--- config.mk ---
export PLATFORM = sky130hd
export DESIGN_NAME = serial_frame_rx
export DESIGN_NICKNAME = d
export VERILOG_FILES = /design/src/rtl/serial_frame_rx.sv
export SDC_FILE = /design/constraint.sdc
export NUM_CORES = 1
export LEC_CHECK = 0
export CORE_MARGIN = 2
export CORE_UTILIZATION = 54
export CTS_BUF_LIST = sky130_fd_sc_hd__clkbuf_4
export CTS_CLUSTER_SIZE = 12
export DETAILED_ROUTE_END_ITERATION = 8
export GPL_TIMING_DRIVEN = 0
export PLACE_DENSITY = 0.84
export SKIP_CTS_REPAIR_TIMING = 1
export SKIP_LAST_GASP = 1
export SYNTH_ARGS = -nofsm -noshare
export SYNTH_HDL_FRONTEND = slang
export SYNTH_SLANG_ARGS = --single-unit
--- constraint.sdc ---
create_clock -name CLK -period 2.2 [get_ports CLK]
set_clock_uncertainty 0.15 [all_clocks]
set_input_delay 0.22 -clock CLK [delete_from_list [all_inputs] [get_ports CLK]]
set_output_delay 0.22 -clock CLK [all_outputs]
set_load 0.01 [all_outputs]
--- src/rtl/serial_frame_rx.sv ---
// serial_frame_rx: frames a serial bit stream into DATA_WIDTH-bit words.
// Each frame is a start bit (1), the payload LSB first, an even-parity bit
// and a stop bit (0). Good words are offered on a valid/ready port. Sticky
// error flags and a good-frame counter are kept for the control block.
//
// state  | meaning
// IDLE   | line idle, waiting for a start bit (1)
// DATA   | capturing payload bits, LSB first
// PARITY | folding the parity bit into the accumulator
// STOP   | checking the stop bit and deciding the frame outcome
module serial_frame_rx #(
    parameter int DATA_WIDTH = 8,
    parameter int CNT_WIDTH  = 8
) (
    input  logic                  CLK,
    input  logic                  RESETn,
    input  logic                  DATA_IN,
    output logic [DATA_WIDTH-1:0] WORD_OUT,
    output logic                  WORD_VALID,
    input  logic                  WORD_READY,
    output logic                  BUSY,
    output logic                  PARITY_ERR,
    output logic                  FRAME_ERR,
    output logic                  OVERRUN_ERR,
    input  logic                  ERR_CLEAR,
    output logic [CNT_WIDTH-1:0]  FRAME_COUNT
);

    localparam int BW = (DATA_WIDTH > 1) ? $clog2(DATA_WIDTH) : 1;
    localparam logic [BW-1:0] LAST_BIT = BW'(DATA_WIDTH - 1);

    typedef enum logic [1:0] {
        IDLE   = 2'd0,
        DATA   = 2'd1,
        PARITY = 2'd2,
        STOP   = 2'd3
    } state_t;

    state_t                  state;
    logic [DATA_WIDTH-1:0]   shift_reg;
    logic [BW-1:0]           bit_cnt;
    logic                    parity_acc;

    // Frame FSM, output handshake, sticky errors and good-frame counter.
    // BUSY is registered alongside the state so it mirrors "state != IDLE".
    always_ff @(posedge CLK or negedge RESETn) begin
        if (!RESETn) begin
            state       <= IDLE;
            shift_reg   <= '0;
            bit_cnt     <= '0;
            parity_acc  <= 1'b0;
            WORD_OUT    <= '0;
            WORD_VALID  <= 1'b0;
            BUSY        <= 1'b0;
            PARITY_ERR  <= 1'b0;
            FRAME_ERR   <= 1'b0;
            OVERRUN_ERR <= 1'b0;
            FRAME_COUNT <= '0;
        end else begin
            // Consumer accept; a good frame completing on this edge overrides below.
            if (WORD_VALID && WORD_READY) begin
                WORD_VALID <= 1'b0;
            end

            // Clear first so that a set on the same edge wins.
            if (ERR_CLEAR) begin
                PARITY_ERR  <= 1'b0;
                FRAME_ERR   <= 1'b0;
                OVERRUN_ERR <= 1'b0;
            end

            case (state)
                IDLE: begin
                    if (DATA_IN) begin
                        state      <= DATA;
                        bit_cnt    <= '0;
                        parity_acc <= 1'b0;
                        BUSY       <= 1'b1;
                    end
                end
                DATA: begin
                    shift_reg[bit_cnt] <= DATA_IN;
                    parity_acc         <= parity_acc ^ DATA_IN;
                    bit_cnt            <= bit_cnt + BW'(1);
                    if (bit_cnt == LAST_BIT) begin
                        state <= PARITY;
                    end
                end
                PARITY: begin
                    parity_acc <= parity_acc ^ DATA_IN;
                    state      <= STOP;
                end
                STOP: begin
                    state <= IDLE;
                    BUSY  <= 1'b0;
                    // A bad stop bit masks any parity verdict.
                    if (DATA_IN) begin
                        FRAME_ERR <= 1'b1;
                    end else if (parity_acc) begin
                        PARITY_ERR <= 1'b1;
                    end else if (!WORD_VALID || WORD_READY) begin
                        WORD_OUT    <= shift_reg;
                        WORD_VALID  <= 1'b1;
                        FRAME_COUNT <= FRAME_COUNT + CNT_WIDTH'(1);
                    end else begin
                        OVERRUN_ERR <= 1'b1;
                    end
                end
                default: begin
                    state <= IDLE;
                    BUSY  <= 1'b0;
                end
            endcase
        end
    end

endmodule

* Word-level counts from Yosys, hierarchy flattened *
Index checks and enable logic that the tools add are counted.

storage, ports and cells
  memories kept = 0
  flip-flop bits (word level) = 35
  memory bits (writable) = 0
  logic and storage cells = 67
  input port bits = 5
  latch bits = 0
  output and inout bits = 21
  memory bits (read-only) = 0

cells by class
  bitwise gates (word level) = 3
  reductions and logical operators = 14
  shift-type cells = 0
  $mul = 0
  eq/ne operators = 6
  add/sub/neg operators = 2
  mux-type cells = 29
  div/mod/pow operators = 0
  $lt $le $gt $ge = 2

operator list
  cell                                                                                  number
  1-bit two-way mux                                                                     20
  8-bit by 1-bit adder with 8-bit output (second input constant)                        1
  8-bit bitwise mux                                                                     1
  2-bit one-hot mux with 4 select lines                                                 1
  2-bit AND reduction                                                                   4
  3-bit one-hot mux with 2 select lines                                                 1
  2-bit nonzero test                                                                    3
  2-bit == test (second input constant)                                                 2
  3-bit by 4-bit < comparator with 1-bit output (second input constant)                 1
  2-bit two-way mux                                                                     2
  2-bit inequality test (second input constant)                                         2
  1-bit one-hot mux with 2 select lines                                                 2
  4-bit AND reduction                                                                   1
  3-bit by 1-bit adder with 3-bit output (second input constant)                        1
  1-bit demux with 3-bit select                                                         1
  3-bit == test (second input constant)                                                 1
  3-bit by 1-bit greater-or-equal comparator with 1-bit output (second input constant)  1
  3-bit two-way mux                                                                     1
  2-bit by 1-bit == test with 1-bit output (second input constant)                      1
  1-bit logical AND                                                                     2
  2-bit logical NOT                                                                     1
  1-bit NOT                                                                             2
  2-bit OR reduction                                                                    1
  1-bit logical NOT                                                                     1
  other kinds (2)                                                                       2

* Depth between registers and ports, before layout *
  word-level depth = 6
  gate-level depth with buffers = 8
  depth with buffers taken out = 6

* Worst setup path after synthesis *
No wires, ideal clock.

  path type = in2reg
  start point = input port DATA_IN
  end point = register WORD_OUT[1]
  cell stages on the path = 7
  path buffers = 3
  setup slack = 0.573 ns
  data required time = 1.925 ns
  arrival = 1.352 ns
  cells stage by stage = buf_2 inv_1 ha_1 and3_4 buf_6 buf_12 mux2_4

on the way
  longest elaborated chain between the ends = 2

RTL lines
  what                                  RTL line  RTL
  start, declared                       17        input logic DATA_IN,
  1-bit NOT (no source line)            --
  4-bit AND reduction (no source line)  --
  end signal, assigned                  102       WORD_OUT <= shift_reg;
  end, declared                         18        output logic [DATA_WIDTH-1:0] WORD_OUT,

Every way passes these cells.
A chain may end at the register's enable or synchronous reset.

* Final worst setup path *
  start point = register state[1]
  end point = register state[0]

on the way
  longest elaborated chain between the ends = 3

RTL lines
  what                                                                           RTL line  RTL
  start, declared                                                                39        state_t state;
  start signal, assigned                                                         48        state <= IDLE;
  start signal, assigned                                                         75        state <= DATA;
  start signal, assigned                                                         86        state <= PARITY;
  2-bit by 1-bit == test with 1-bit output or 2-bit logical NOT (tied branches)  72        case (state)
  2-bit inequality test (no source line)                                         --
  2-bit AND reduction (no source line)                                           --

Several ways; a longest one is shown, not always the timed one.

==> tab_implementation.tex <==
\begin{tabular}{lr}
\hline
Metric & Value \\
\hline
\multicolumn{2}{l}{\textbf{Clocking}} \\
Clock slew at the register clock pins of the worst setup and hold paths & 0.11 ns \\
Max Root-Sink Buffers & 2 \\
Clock tree from TritonCTS & yes \\
Number of clock sinks & 35 \\
CTS Root Buffer Type & sky130\_fd\_sc\_hd\_\_clkbuf\_4 \\
Htree depth & 2 \\
CTS buffer count & 5 \\
Clock latency on the worst-skew pair & 0.35 ns \\
\multicolumn{2}{l}{\textbf{Power}} \\
Post-route total power & 2.477 mW \\
Power per cell area & 1280 nW/um2 \\
Leakage power & 0.8605 nW \\
Worst ir drop on vdd & 0.9673 mV \\
\multicolumn{2}{l}{\textbf{Synth}} \\
Post-synth EDFFs & 0 \\
Share of synthesized area spent on multiplexers & 10.53\% \\
Synth Instances & 127 \\
Async set-or-reset flop fraction in the synthesized netlist & 100.0\% \\
Largest family of logic cells by synthesized area & simple AND/OR/NAND/NOR gates \\
Combined area of all synthesized cells & 1593 um2 \\
Count of state elements after synthesis & 35 \\
Fraction of the mapped netlist area in compound gates & 6.991\% \\
Post-Synth Simple-Gate Area & 13.12\% \\
Yosys warnings & 0 \\
Share of the synthesized netlist area taken by xor and xnor gates & 3.849\% \\
Part of the Yosys area used for sequential elements & 54.99\% \\
Unique cell type count in the Yosys netlist & 32 \\
Arithmetic-cell share of the synthesized area counting full adders, half adders and majority gates & 6.284\% \\
Most used flip-flop cell after synthesis & sky130\_fd\_sc\_hd\_\_dfrtp\_1 \\
Synthesized area per cell & 12.54 um2 \\
Number of nets in the synthesized netlist & 140 \\
\multicolumn{2}{l}{\textbf{Timing}} \\
Sum of negative setup slack & 0 ns \\
Unrepaired setup endpoints after global routing & no \\
Final worst-path cycle share & 79.93\% \\
Worst max-slew margin expressed relative to the limit & 49.43\% \\
WHS & 0.1129 ns \\
Time the worst path needs with I/O delays and setup & 1.758 ns \\
Hold violation total from the final report & 0 \\
Highest clock rate & 568.7 MHz \\
Final WS setup & 0.4415 ns \\
Final setup violation count & 0 \\
Slew Limit Fails & 0 \\
Pin slew with the least headroom to its limit & 0.7585 ns \\
\multicolumn{2}{l}{\textbf{Worst setup path}} \\
Critical register-to-register path endpoint & state[0] \\
CP endpoint kind & register \\
Critical path's largest stage delay & 0.42 ns \\
Element type at the critical path start & register \\
Reg-to-reg critical path startpoint & state[1] \\
Slowest cell on the critical path & sky130\_fd\_sc\_hd\_\_dfrtp\_1 \\
Worst Path Arrival & 1.84 ns \\
Crit path cell chain & inv\_1 > ha\_1 > buf\_2 > nor2b\_1 > nor2\_1 > o32a\_1 \\
Setup crit end & state[0] \\
Count of cells along the worst register-to-register path & 6 \\
Setup slack on the worst flop-to-flop path & 0.44 ns \\
First element of the critical path & state[1] \\
Top cell family by delay on the critical path & flip-flops \\
Stages on worst setup path & 6 \\
Critical path class & register to register \\
Critical path buffers and inverters & 2 \\
Required time reported for the critical path endpoint & 2.28 ns \\
Critical path peak fanout & 10 \\
\multicolumn{2}{l}{\textbf{Route}} \\
Vias post-DR & 1,059 \\
WL met1 & 1229 um \\
Met3 Wirelength & 100 um \\
DR vias/cell & 5.545 \\
Number of remaining DRC errors & 0 \\
Total wire length & 2829 um \\
Detail-routed net length per standard cell & 14.81 um \\
Post-detailed-route count of antenna-violating nets & 0 \\
Number of DRC markers after the initial detailed-route iteration & 28 \\
Count of TritonRoute iterations in the first routing pass & 4 \\
Highest signal layer in the routed design & met4 \\
Total met2 wirelength after detailed routing & 1433 um \\
\multicolumn{2}{l}{\textbf{Layout}} \\
Commonest non-fill, non-tap cell in the layout & sky130\_fd\_sc\_hd\_\_dfrtp\_1 \\
Fin nets & 172 \\
Area growth syn-to-layout & 21.45\% \\
Antenna Cells & 0 \\
Commonest cells after routing, fill and taps aside & sky130\_fd\_sc\_hd\_\_dfrtp\_1, sky130\_fd\_sc\_hd\_\_clkdlybuf4s50\_1, sky130\_fd\_sc\_hd\_\_nand2\_1, sky130\_fd\_sc\_hd\_\_mux2\_2 \\
Share of layout cells above drive strength 1 & 17.50\% \\
Fin cells & 191 \\
\multicolumn{2}{l}{\textbf{Floorplan}} \\
Die span in x & 58.31 um \\
Initial core utilization & 57.26\% \\
\# rows & 19 \\
\# IOs & 26 \\
Die footprint & 3400 um2 \\
Die span in y & 58.31 um \\
Placeable core area & 2781 um2 \\
\multicolumn{2}{l}{\textbf{GRT}} \\
Overflow left after global routing & 0 \\
Largest net degree at the start of global routing & 36 \\
Number of global-route vias before repair & 1,106 \\
First-pass GRT wire length & 4836 um \\
Initial antenna violation count & 0 \\
Total global-route track usage & 19.36\% \\
\multicolumn{2}{l}{\textbf{Place}} \\
Post-placement cell count & 182 \\
Worst slack at placement & 0.3783 ns \\
DPL Wire Length & 2072 um \\
Port Buffers & 24 \\
Gp weighted congestion & 0.7955 \\
\multicolumn{2}{l}{\textbf{Run}} \\
Max capacitance violation total & 0 \\
\multicolumn{2}{l}{\textbf{Worst hold path}} \\
Type of the most critical hold path & input port to register \\
\multicolumn{2}{l}{\textbf{Status}} \\
Outcome & finished clean \\
\hline
\end{tabular}
area by class of cell:
| type | instances | area (um2) |
|---|---|---|
| buffer | 6 | 48.80 |
| clock buffer | 6 | 45.04 |
| clock inverter | 2 | 12.51 |
| fill | 208 | 847.1 |
| inverter | 5 | 18.77 |
| multi-input combinational | 81 | 649.4 |
| sequential | 35 | 875.8 |
| tap | 31 | 38.79 |
| timing repair buffer | 25 | 245.2 |
power by group:
| part | switching [mW] | leakage (nW) | internal [mW] |
|---|---|---|---|
| Combinational | 0.486 | 0.403 | 0.581 |
| Clock | 0.215 | 0.0317 | 0.135 |
| Sequential | 0.171 | 0.426 | 0.887 |
cell usage after synthesis (2+ instances only):
library cell                n  area, um2
sky130_fd_sc_hd__dfrtp_1   35      875.8
sky130_fd_sc_hd__mux2_2    10      112.6
sky130_fd_sc_hd__nand2_1   10      37.54
sky130_fd_sc_hd__ha_1       8      100.1
sky130_fd_sc_hd__o21ai_0    8      40.04
sky130_fd_sc_hd__nand3_1    6      30.03
sky130_fd_sc_hd__xnor2_1    6      52.55
sky130_fd_sc_hd__inv_1      5      18.77
sky130_fd_sc_hd__a32o_1     3      30.03
sky130_fd_sc_hd__mux2_4     3      45.04
sky130_fd_sc_hd__nand4_1    3      18.77
sky130_fd_sc_hd__nand4b_1   3      26.28
sky130_fd_sc_hd__and2_1     2      12.51
sky130_fd_sc_hd__buf_2      2      10.01
sky130_fd_sc_hd__clkbuf_1   2      7.510
sky130_fd_sc_hd__nand2b_1   2      12.51
sky130_fd_sc_hd__nor2_1     2      7.510
sky130_fd_sc_hd__nor2b_1    2      12.51
sky130_fd_sc_hd__nor3b_1    2      15.01
worst min path at each step:
stage,slack (ns),to,startpoint,cells after the start
6_report,0.11,shift_reg[1],DATA_IN,2
2_1_floorplan,-0.23,BUSY,RESETn,0
3_5_place_dp,0.19,FRAME_COUNT[2],RESETn,1
4_1_cts,-0.20,shift_reg[1],RESETn,1
5_1_grt,0.12,shift_reg[0],DATA_IN,2
3_3_place_gp,0.31,shift_reg[7],shift_reg[7],2
per-layer routing:
| layer | global-route usage (%) | up-vias |
|---|---|---|
| met1 | 22.19 | 515 |
| met2 | 32.91 | 25 |
| li1 | - | 512 |
| met3 | 3.956 | 7 |
| met4 | 12.29 | 0 |
| met5 | 0 | - |
through the flow:
step,util (%),cell area (um2)
floorplan,-,1593
global placement,67.30,1872
detailed placement,67.12,1867
CTS,69.19,1924
global route,69.55,1934
finish,69.55,1934
kinds of logic (layout without fill, tap and decap cells):
kind of cell,Yosys count,in the layout
and+or+nand+nor,36,36
DFF,35,35
AOI/OAI and AO/OA,16,16
muxes,14,14
buffers and inverters,11,44
adders and majority gates,8,8
xor gates and xnor gates,7,7
(Power assumes the default switching activity.)
==> variant 1 (config.mk and constraints unchanged) <==
The 4 states of `state_t` get a one-hot encoding in 4 bits.
--- a/src/rtl/serial_frame_rx.sv
+++ b/src/rtl/serial_frame_rx.sv
@@ -30,9 +30,9 @@
     localparam logic [BW-1:0] LAST_BIT = BW'(DATA_WIDTH - 1);
 
-    typedef enum logic [1:0] {
-        IDLE   = 2'd0,
-        DATA   = 2'd1,
-        PARITY = 2'd2,
-        STOP   = 2'd3
+    typedef enum logic [3:0] {
+        IDLE   = 4'b0001,
+        DATA   = 4'b0010,
+        PARITY = 4'b0100,
+        STOP   = 4'b1000
     } state_t;
 
Formal check against the unedited RTL: same outputs for any inputs over 10 cycles, from zero or initial values and one cycle with RESETn low; not proved beyond that.
==> variant 1 against the original RTL <==
  * Core utilization decreased by 0.81 points
  * Setup slack lost 0.35 ns
  * Die area rose by 9.2%
  * Hold slack improved by 0.21 ns
  * Sequential cell count rose by 2
  * Maximum frequency fell by 17%
  * Routed wire length increased by 10%
  * Cell area grew 9.4%
  * Area after synthesis increased by 9.9%
Power is not compared: it rests on default switching activity, and its combinational part moved more than twofold at a synthesized area within 25%.
==> variant 1: results (changes against the original RTL) <==
| Metric | Value |
|---|---|
| H-tree depth | `2 (unchanged)` |
| Placed wire-length estimate | `2.25 mm (+8.5%)` |
| Status | `completed` |
| Maximum vdd drop | `470 uV` |
| Clock transition at path regs | `0.11 ns (about the same)` |
| All-Layer GR Usage | `0.198 (+0.00419)` |
| Largest net degree at the start of global routing | `38 (+5.6%)` |
| Clock Tree Buf Depth | `2 (unchanged)` |
| CTS buffer count | `5 (unchanged)` |
| Clock Latency Late Sink | `0.35 ns (about the same)` |
| Dominant synthesized flop cell | `dfrtp_1` |
| Leakage | `0.974 nW` |
| I/O Buffers | `25 (+4.2%)` |
| First-pass GRT wire length | `5.23 mm (+8.1%)` |
| Root buf cell | `clkbuf_4` |
| Mapped Nets | `152 (+8.6%)` |
| Register area share after synthesis | `0.530 (-0.0202)` |
| Routed len/inst | `14.1 um (-4.8%)` |
| Share of flip-flops with an asynchronous set or reset | `1.00 (unchanged)` |
| Min-delay worst type | `input port to async pin` |
| Vias in the first global route | `1175 (+6.2%)` |
| Largest cells by area after synthesis | `dfrtp_1, mux2_4, mux2_2, xor2_1, ha_1` |
| Drt via density | `5.34 (-3.7%)` |
| RD Place Congestion | `0.778 (-2.2%)` |
| Synthesis Warnings | `0 (unchanged)` |
| Slew of the pin with the lowest slew margin | `0.790 ns (+0.0314 ns)` |
| DRT iter0 DRCs | `33 (+18%)` |
| Nets | `185 (+7.6%)` |
| # diodes | `0 (unchanged)` |
| Most common library cells after synthesis | `dfrtp_1, nor2_1, mux2_2` |
| DR pass1 iterations | `4 (unchanged)` |
| Unique masters post-synth | `37 (+16%)` |
| Share of cells above drive strength 1 | `0.198 (+0.0227)` |
| Antenna violations before repair | `0 (unchanged)` |
| CP max FO | `10 (unchanged)` |
[variant 1: changes by cell type in the layout (fill, tap and decap cells not counted), moves of 5 or more]
cell     delta
nand2_1     -5
xor2_1      +6
nor2_1      +8
o21ai_0     -5
[variant 1: per-layer routing]
metal,routed length [um],global-route usage,vias to the layer above
met5,0,0,-
met4,71,0.102,0
met3,143,0.0704,7
met2,1540,0.326,35
met1,1360,0.226,574
li1,-,-,564
[variant 1: cell type report]
type,instances,area [sq um]
Fill cell,221,962
Sequential cell,37,927
Multi-Input combinational cell,91,746
Timing Repair Buffer,26,255
Tap cell,44,55.1
Buffer,8,51.3
Clock buffer,5,37.5
Inverter,7,26.3
Clock inverter,3,17.5
[variant 1: critical path, cell delays in order]
cell,delay [ns]
clkdlybuf4s50_1,0.48
clkbuf_1,0.40
inv_1,0.18
ha_1,0.29
nand3_4,0.12
buf_6,0.18
mux2_4,0.31
[variant 1: worst paths after layout]
check                                from        endpoint  slack (ns)  cells past startpoint
min in group CLK           FRAME_COUNT[7]  FRAME_COUNT[7]        0.33                      1
max                               DATA_IN     WORD_OUT[5]        0.09                      7
max in group asynchronous          RESETn    shift_reg[5]        1.07                      2
min                                RESETn  FRAME_COUNT[4]        0.32                      2
max reg2reg                      state[3]    shift_reg[2]        0.19                      5
min reg2reg                FRAME_COUNT[7]  FRAME_COUNT[7]        0.33                      1
[variant 1: power breakdown]
part | total [mW] | internal (mW) | switching, mW
registers | 0.866 | 0.798 | 0.0679
clock network | 0.355 | 0.120 | 0.235
logic | 0.509 | 0.236 | 0.273
total | 1.73 | 1.15 | 0.576
[variant 1: cells by family after synthesis]
group                      share of synthesized area
muxes                                          0.118
buffers and inverters                         0.0443
AOI/OAI and AO/OA                             0.0593
xor gates and xnor gates                      0.0450
adders and majority gates                     0.0286
and+or+nand+nor                                0.175
DFF                                            0.530
[variant 1: metrics by stage]
step	area, sq um	hold WS [ns]	total power, mW	instances	worst slack [ns]
2_1_floorplan	1750	-0.226	1.26	143	0.414
3_3_place_gp	2060	0.308	1.36	212	-0.198
3_5_place_dp	2050	0.200	1.39	212	-0.262
4_1_cts	2110	-0.189	1.74	220	0.119
5_1_grt	2120	0.351	1.85	221	0.0164
6_report	2120	0.324	1.73	221	0.0871
==> variant 2 (config.mk and constraints unchanged) <==
Without the edit above. The parameter `DATA_WIDTH` goes from 8 to 32.
--- a/src/rtl/serial_frame_rx.sv
+++ b/src/rtl/serial_frame_rx.sv
@@ -10,5 +10,5 @@
 // STOP   | checking the stop bit and deciding the frame outcome
 module serial_frame_rx #(
-    parameter int DATA_WIDTH = 8,
+    parameter int DATA_WIDTH = 32,
     parameter int CNT_WIDTH  = 8
 ) (
Ports: changed (resized WORD_OUT); port bits go from 26 to 50. The function was not compared with the original's and may differ.
==> variant 2 against the original RTL <==
  * Clock power rose to 2.5 times the old value
  * Total power up 120%
  * Sequential cell count grew 50
  * Combinational power grew 110%
  * Cell area is 140% higher
  * Area after synthesis increased by 140%
  * Sequential power up 120%
  * Setup slack worse by 0.21 ns
  * Core utilization is 1.6 points lower
  * Cell count is 140% higher
  * Routed wire length increased to 2.6 times the old value
  * Critical path depth up 1
  * First-iteration DRC count rose to 5.2 times the old value
  * Largest cell class unchanged
  * Largest power group is now sequential cells
  * Highest routed layer unchanged
==> variant 2: results (changes against the original RTL) <==
| Metric | Value |
|---|---|
| Register area share after synthesis | `0.554 (+0.00368)` |
| Vias in the first global route | `2416 (+120%)` |
| Sw Ratio | `0.329 (-0.0238)` |
| Placed wire-length estimate | `5.19 mm (+150%)` |
| Hold slack | `0.139 ns (+0.0257 ns)` |
| Top Family by Delay on Critical Path | `buffers and inverters` |
| Maximum vdd drop | `594 uV (-39%)` |
| Largest cells by area after synthesis | `dfrtp_1, mux2_4, o31ai_1, o21ai_0, ha_1` |
| Min-delay worst type | `input port to async pin` |
| Fill count | `505 (+140%)` |
| Share of cells above drive strength 1 | `0.227 (+0.0516)` |
| Dpl cell area | `0.00447 sq mm (+140%)` |
| RD Place Congestion | `0.835 (+4.9%)` |
| Status | `completed` |
| First-pass GRT wire length | `12.3 mm (+150%)` |
| Largest net degree at the start of global routing | `44 (+22%)` |
| Critical-path top delay cell | `clkdlybuf4s50_1` |
| Nets | `364 (+110%)` |
| Post-Place Cells | `430 (+140%)` |
| I/O Buffers | `49 (+100%)` |
| Most common library cells after synthesis | `dfrtp_1, mux2_4, o21ai_0` |
| Clk pwr share | `0.162 (+0.020)` |
| DRT iter0 DRCs | `145 (+420%)` |
| CTS buffer count | `9 (+4)` |
| Critical Path Max Stage Delay | `0.69 ns (+0.27 ns)` |
| Leakage | `1.85 nW (+110%)` |
| Critical path arrival | `2.14 ns (+0.30 ns)` |
| Routed WL | `7.29 mm (+160%)` |
| Average cell area after synthesis | `13.5 sq um (+7.9%)` |
## variant 2: through the flow
stage	worst slack [ns]	utilization
after floorplan	0.338	-
after global placement	-2.11	0.652
after detailed placement	-0.663	0.654
after CTS	-0.186	0.675
after global routing	0.108	0.679
final	0.233	0.679
## variant 2: layout make-up
cell class,count,share of cell area
repair buffers,54,0.116
clock inverters,4,0.0105
plain buffers,17,0.0299
flip-flops and latches,85,0.458
inverters,8,0.00728
multi-input cells,173,0.332
well taps,96,0.0259
clock buffers,12,0.0194
## variant 2: power groups by stage
stage / Combinational [mW] / Sequential (mW) / Clock [mW]
after floorplan: 1.25 / 2.46 / 0
after global placement: 2.20 / 2.36 / 0
after detailed placement: 2.28 / 2.39 / 0
after CTS: 2.29 / 2.36 / 0.918
after global routing: 2.47 / 2.42 / 1.00
final: 2.27 / 2.36 / 0.895
## variant 2: path summary, 6_finish.rpt
| kind | to | cells after the start |
|---|---|---|
| max in group asynchronous | WORD_OUT[11] | 3 |
| min in group CLK | OVERRUN_ERR | 3 |
| max | WORD_OUT[8] | 7 |
| min reg2reg | FRAME_COUNT[5] | 1 |
| max reg2reg | WORD_OUT[8] | 5 |
| min | WORD_OUT[15] | 2 |
## variant 2: routing by layer
metal | track usage | vias to the layer above | part of all wire
li1 | - | 1177 | -
met1 | 0.282 | 1195 | 0.45
met2 | 0.329 | 61 | 0.49
met3 | 0.0448 | 8 | 0.041
met4 | 0.0909 | 0 | 0.014
met5 | 0 | - | 0
## variant 2: kinds of logic after synthesis
logic type / synth area share
buffers and inverters: 0.0449
adders and majority gates: 0.0358
muxes: 0.145
and+or+nand+nor: 0.0869
AOI/OAI and AO/OA: 0.118
xor gates and xnor gates: 0.0160
DFF: 0.554
